$ cat src/rtl/subleq_memory.sv
// Memory responder for the subleq core: zero-fills after reset, accepts a loader image, then serves the core.
// Optional build macro WRITE_FORWARD_EN: same-address write forwards the written value to data (read-after-write).
module subleq_memory #(
   parameter int unsigned ADDR_WIDTH = 8,
   parameter int unsigned DATA_WIDTH = 8
) (
   input  logic                           clock,
   input  logic                           reset_n,
   input  logic [ADDR_WIDTH-1:0]          address_read,
   output logic [DATA_WIDTH-1:0]          data,
   input  logic [DATA_WIDTH+ADDR_WIDTH-1:0] address_write,
   input  logic                           write_strobe,
   input  logic                           load_valid,
   output logic                           load_ready,
   input  logic [ADDR_WIDTH-1:0]          load_addr,
   input  logic [DATA_WIDTH-1:0]          load_data,
   input  logic                           load_done,
   output logic                           run,
   output logic [15:0]                    write_count
);

   localparam int unsigned DEPTH = 1 << ADDR_WIDTH;
   localparam int unsigned CNT_W = 16;

   typedef enum logic [1:0] {S_CLEAR, S_LOAD, S_RUN} state_e;

   state_e                 state_q, state_d;
   logic [ADDR_WIDTH-1:0]  clear_ptr_q, clear_ptr_d;
   logic [DATA_WIDTH-1:0]  data_q, data_d;
   logic                   load_ready_q, load_ready_d;
   logic                   run_q, run_d;
   logic [CNT_W-1:0]       count_q, count_d;

   logic [DATA_WIDTH-1:0]  mem_q [DEPTH];
   logic                   mem_we;
   logic [ADDR_WIDTH-1:0]  mem_wa;
   logic [DATA_WIDTH-1:0]  mem_wd;

   // State register
   always_ff @(posedge clock or negedge reset_n) begin
      if (!reset_n) state_q <= S_CLEAR;
      else          state_q <= state_d;
   end

   // Next-state logic
   always_comb begin
      state_d = state_q;
      case (state_q)
         S_CLEAR: if (clear_ptr_q == ADDR_WIDTH'(DEPTH - 1)) state_d = S_LOAD;
         S_LOAD:  if (load_done) state_d = S_RUN;
         S_RUN:   state_d = S_RUN;
         default: state_d = S_CLEAR;
      endcase
   end

   // Output and memory-port logic
   always_comb begin
      data_d       = '0;
      load_ready_d = (state_d == S_LOAD);
      run_d        = (state_d == S_RUN);
      count_d      = count_q;
      clear_ptr_d  = clear_ptr_q;
      mem_we       = 1'b0;
      mem_wa       = '0;
      mem_wd       = '0;
      case (state_q)
         S_CLEAR: begin
            mem_we      = 1'b1;
            mem_wa      = clear_ptr_q;
            clear_ptr_d = clear_ptr_q + ADDR_WIDTH'(1);
         end
         S_LOAD: begin
            if (load_valid && load_ready_q) begin
               mem_we = 1'b1;
               mem_wa = load_addr;
               mem_wd = load_data;
            end
         end
         S_RUN: begin
            data_d = mem_q[address_read];
            if (write_strobe) begin
               mem_we = 1'b1;
               mem_wa = address_write[ADDR_WIDTH-1:0];
               mem_wd = address_write[DATA_WIDTH+ADDR_WIDTH-1:ADDR_WIDTH];
               if (count_q != {CNT_W{1'b1}}) count_d = count_q + CNT_W'(1);
`ifdef WRITE_FORWARD_EN
               if (mem_wa == address_read) data_d = mem_wd;
`endif
            end
         end
         default: ;
      endcase
   end

   // Registered outputs and clear pointer
   always_ff @(posedge clock or negedge reset_n) begin
      if (!reset_n) begin
         clear_ptr_q  <= '0;
         data_q       <= '0;
         load_ready_q <= 1'b0;
         run_q        <= 1'b0;
         count_q      <= '0;
      end else begin
         clear_ptr_q  <= clear_ptr_d;
         data_q       <= data_d;
         load_ready_q <= load_ready_d;
         run_q        <= run_d;
         count_q      <= count_d;
      end
   end

   // Storage has no reset; the CLEAR phase zero-fills it
   always_ff @(posedge clock) begin
      if (mem_we) mem_q[mem_wa] <= mem_wd;
   end

   assign data        = data_q;
   assign load_ready  = load_ready_q;
   assign run         = run_q;
   assign write_count = count_q;

endmodule

$ cat config.mk
export PLATFORM = sky130hd
export DESIGN_NAME = subleq_memory
export DESIGN_NICKNAME = d
export VERILOG_FILES = /design/src/rtl/subleq_memory.sv
export SDC_FILE = /design/constraint.sdc
export NUM_CORES = 2
export LEC_CHECK = 0
export CAP_MARGIN = 20
export CELL_PAD_IN_SITES_DETAIL_PLACEMENT = 0
export CELL_PAD_IN_SITES_GLOBAL_PLACEMENT = 1
export CORE_AREA = 8 8 435 437
export CTS_BUF_LIST = sky130_fd_sc_hd__clkbuf_2 sky130_fd_sc_hd__clkbuf_4 sky130_fd_sc_hd__clkbuf_8
export DETAILED_ROUTE_END_ITERATION = 8
export DIE_AREA = 0 0 443 445
export PLACE_DENSITY_LB_ADDON = 0.08
export SLEW_MARGIN = 20
export SYNTH_ARGS = -nofsm -noshare
export SYNTH_HDL_FRONTEND = slang
export SYNTH_SLANG_ARGS = --single-unit
export TNS_END_PERCENT = 20
$ cat constraint.sdc
create_clock -name clock -period 12.8 [get_ports clock]
set_input_delay 2.56 -clock clock [delete_from_list [all_inputs] [get_ports clock]]
set_output_delay 2.56 -clock clock [all_outputs]
set_load 0.02 [all_outputs]
# Yosys cells after proc, flatten, opt, wreduce, memory -nomap -nowiden
# Memory sizes are Yosys's and may differ from the RTL's.
# Index checks and enable logic that the tools add are counted.
# word_totals
latchBits,0
mem_bits_ro,0
out_inout_bits,26
register_bits,36
mem_count,1
in_bits,45
word_cells,33
ramBits,2048
# memory_table
name,words,width,rd,rd_clocked_by_memory_dff,wr,line,text
mem_q,256,8,1,0,1,34,logic [DATA_WIDTH-1:0] mem_q [DEPTH];
# op_classes
n_addsub,2
div,0
shift,0
multipliers,0
n_reduce_logical,3
n_mux,15
n_bitwise,0
n_eq_ne,6
magnitude_cmp,0
# ops
operator,n
$mux 8,5
$pmux 8 s3,1
$add 16x1->16 const B,1
$ne 16x16->1 const B,1
$pmux 8 s2,1
$add 8x1->8 const B,1
$eq 8x8->1 const B,1
$pmux 2 s3,1
$eq 2x1->1 const B,2
$eq 2x2->1 const B,2
$mux 1,4
$mux 2,2
$pmux 1 s3,1
$reduce_and 3->1,1
$logic_not 2->1,1
$logic_and 1x1->1,1

# Depth between registers and ports, before layout
# depth
ltp_word,5
mapped_depth,12
ltp_nobuf,8

# Worst setup path after synthesis
# No wires, ideal clock.
# synth_path
kind,input to register
start,in load_valid
end,mem mem_q[0][0] (data pin)
t_arrival_ns,9.481
slack_ns,1.862
setup_time_ns,1.456
path_buffers,2
t_required_ns,11.344
path_stages,5
cell_sequence,and3_1 > clkbuf_1 > buf_2 > a22oi_1 > nor2b_1
# synth_via
elab_chain_cells,3
# synth_lines
item,line,text
start: declaration,13,"input logic load_valid,"
$logic_and 1x1->1,73,if (load_valid && load_ready_q) begin
$mux 8,73,
$pmux 8 s2,66,case (state_q)
named net mem_wd[0],37,logic [DATA_WIDTH-1:0] mem_wd;
end: declaration,34,
# The timed path passes the listed nets, and every way through them passes these cells.

# Final worst setup path
# layout_path
start,in write_strobe
end,mem mem_q[209][6] (enable)
# layout_via
elab_chain_cells,4
word_cells_on_any_way,6
classes_between,mux (6)
# layout_lines
item,line,text
start: declaration,12,"input logic write_strobe,"
$mux 1,81,if (write_strobe) begin
$pmux 1 s3,66,
$mux 1,114,if (mem_we) mem_q[mem_wa] <= mem_wd;
$mux 1 (implied by the code),114,
# Several ways; a longest one is shown, not always the timed one.

==> results.json <==
{
  "cts_htree_levels": 5,
  "crit_start": "write_strobe",
  "setup_viol": 0,
  "grt_pass1_wl_um": 324000,
  "port-buffer-count": 70,
  "worstPathArrival_ps": 6730,
  "layout_common_cells": "edfxtp_1 (2,048), mux4_2 (395), clkbuf_8 (376)",
  "nets": 4328,
  "timing_worst_slew_pin_value_ps": 1220,
  "outcome": "finished, final reports clean",
  "hold_class": "flip-flop to flip-flop",
  "multi_input_area_sq_um": 17800,
  "postCtsSetupRepairBufs": 0,
  "crit_type": "input pin to flip-flop",
  "synthTopCellsByArea": "edfxtp_1 (75%), mux4_2 (11%), mux2i_1 (3.0%)",
  "timing.final.ws_setup_ps": 6710,
  "crit_slowest_cell": "nor3_1",
  "hpwlAfterDp_um": 133000,
  "areaGrowthSynthToFinish_pct": 12.2,
  "maxSlewHeadroom": 0.187,
  "gp_congestion": 0.785,
  "crit_chain": "clkdlybuf4s50_1 -> and2_1 -> a222oi_1 -> nor3_1 -> nand2_1 -> nor2_1",
  "clk_latency_ps": 1040,
  "clkTransAtPathRegs_ps": 60,
  "r2r_setup_slack_ps": 8040,
  "fin_crit_sh": 0.476,
  "die_h_um": 445,
  "fp.dieW_um": 443,
  "antenna_found_initial": 9,
  "post_cts_resized": 0,
  "clock_path_buffers": 4,
  "power.leakage_nw": 29.3,
  "dp.cells": 6298,
  "routedWlPerCell_um": 33.0,
  "start_util": 0.448,
  "drt-initial-drc-count": 4353,
  "clock_sinks": 2084,
  "async_reset_ff_frac": 0.0173,
  "crit_required_ps": 13440,
  "reg2reg_depth": 7,
  "ys.flop_type": "edfxtp_1",
  "synth_seq_cells": 2084,
  "tns_ps": 0,
  "fp.coreArea_sq_um": 182000,
  "yosysTopAreaCell": "edfxtp_1",
  "rows": 157,
  "slowest_delay_ps": 970,
  "synth_area_sq_um": 81600,
  "postSynthCellCount": 4001,
  "drt_wl_total_um": 229000,
  "avgSynthCellArea_sq_um": 20.4,
  "clockRootBuffer": "clkbuf_8",
  "fin_cells": 6929,
  "grt_max_degree": 194,
  "cp-end-kind": "flip-flop",
  "ir_worst_vdd_mv": 0.130,
  "io_pins": 71,
  "track_usage": 0.229,
  "rsz0062_at_grt": "no",
  "post-route-min-period_ps": 6090,
  "dr.pass1.iters": 6,
  "timing.rr.start": "state_q[0]",
  "path_delay_family": "simple AND/OR/NAND/NOR gates",
  "vias": 41300,
  "crit_buf_inv": 1,
  "ys_seq_area_frac": 0.765,
  "yosysWarnings": 0,
  "grt-ovfl-total": 0,
  "drc": 0,
  "hold_viol_final": 0,
  "maxCapViolCount": 0,
  "cts_hold_buf": 0,
  "seqCellArea_sq_um": 62400,
  "rr_endpoint": "mem_q[209][6]",
  "synth_top_area_frac": 0.754,
  "layout_commonest_cell": "edfxtp_1",
  "fill_cells": 14700,
  "syn_nets": 4052,
  "cp_max_fo": 19,
  "ant_nets": 0,
  "fmax_mhz": 164,
  "endpoint": "mem_q[209][6]",
  "layout-drive-gt1-share": 0.242,
  "cp_num_cells": 6,
  "powerDensity_nw_per_um2": 169,
  "fin_skew_ps": 70.7,
  "place_ws_ps": 5710,
  "maxSlewViolCount": 0,
  "startpoint_type": "input pin",
  "ys_types": 66,
  "cts_tree": "built",
  "vias_per_cell": 5.96,
  "fp.dieArea_sq_um": 197000,
  "synth-edff-count": 2048,
  "grt_pass1_vias": 42000,
  "cts_buffers": 362
}
==> final cells by class <==
| class | count | share of cell area |
|---|---|---|
| inverter | 13 | 0.000560 |
| clock buffer | 483 | 0.0653 |
| multi-input combinational | 1656 | 0.194 |
| timing repair buffer | 160 | 0.0165 |
| clock inverter | 143 | 0.00985 |
| tap | 2385 | 0.0326 |
| antenna | 5 | 0.000137 |
| sequential | 2084 | 0.681 |
==> state kept, by name, indices dropped and copies added (netlist names) <==
signal / flops
state_q: 2
mem_q: 2048
data: 8
run: 1
load_ready: 1
clear_ptr_q: 8
write_count: 16
==> kinds of logic (layout without fill, tap and decap cells) <==
logic type               after synthesis  in the layout  share of synthesized area
AO/OA/AOI/OAI                        416            416                     0.0364
XOR/XNOR                              21             21                    0.00225
adder cells (fa/ha/maj)                6              6                   0.000920
buffers and inverters                261            799                     0.0194
flip-flops                          2084           2084                      0.765
multiplexers                         676            676                      0.147
other                                  0              5                          0
AND/OR/NAND/NOR                      537            537                     0.0298
==> synthesized netlist by cell type, drive strengths merged (7+ instances only) <==
cell / count
buf: 137
mux2i: 246
nor2b: 13
o22ai: 50
o21ai: 47
mux4: 409
a21oi: 68
and2: 7
o32ai: 8
a22oi: 68
or3: 12
nand3: 38
edfxtp: 2048
nor3b: 9
a222oi: 8
nor2: 278
inv: 13
xnor2: 13
mux2: 21
nand2: 69
o221ai: 91
a2111oi: 7
xor2: 8
a211oi: 26
nor4: 17
dfrtp: 36
nand4: 16
nor3: 47
clkbuf: 109
==> metal layers <==
layer  GRT usage  vias up  part of all wire
li1            -    17300                 -
met1       0.323    22100              0.43
met2       0.368     1579              0.48
met3      0.0442      325             0.069
met4      0.0614        2             0.024
met5           0        -          0.000031
==> report_power, final <==
group / leakage, nW / internal [mW] / switching, mW
clock network: 3.65 / 3.22 / 2.66
registers: 19.2 / 7.98 / 0.0520
logic: 6.46 / 0.358 / 1.19
total: 29.3 / 11.6 / 3.90
==> worst min path at each step <==
stage,start,end,cells past startpoint
floorplan,clear_ptr_q[7],clear_ptr_q[7],1
global placement,write_count[9],write_count[9],1
detailed placement,write_count[15],write_count[15],1
CTS,write_count[15],write_count[15],1
global route,write_count[15],write_count[15],1
finish,write_count[15],write_count[15],1
==> through the flow <==
| step | total power [mW] | utilization | instance area [sq um] | hold WS [ps] |
|---|---|---|---|---|
| after detailed placement | 9.75 | 0.465 | 84700 | 491 |
| after global placement | 9.73 | 0.465 | 84700 | 487 |
| after CTS | 15.6 | 0.503 | 91600 | 507 |
| after global routing | 16.0 | 0.503 | 91600 | 528 |
| after floorplan | 9.05 | - | 81600 | 463 |
| final | 15.5 | 0.503 | 91600 | 503 |
Note: power is estimated with default switching activity, not from simulation.
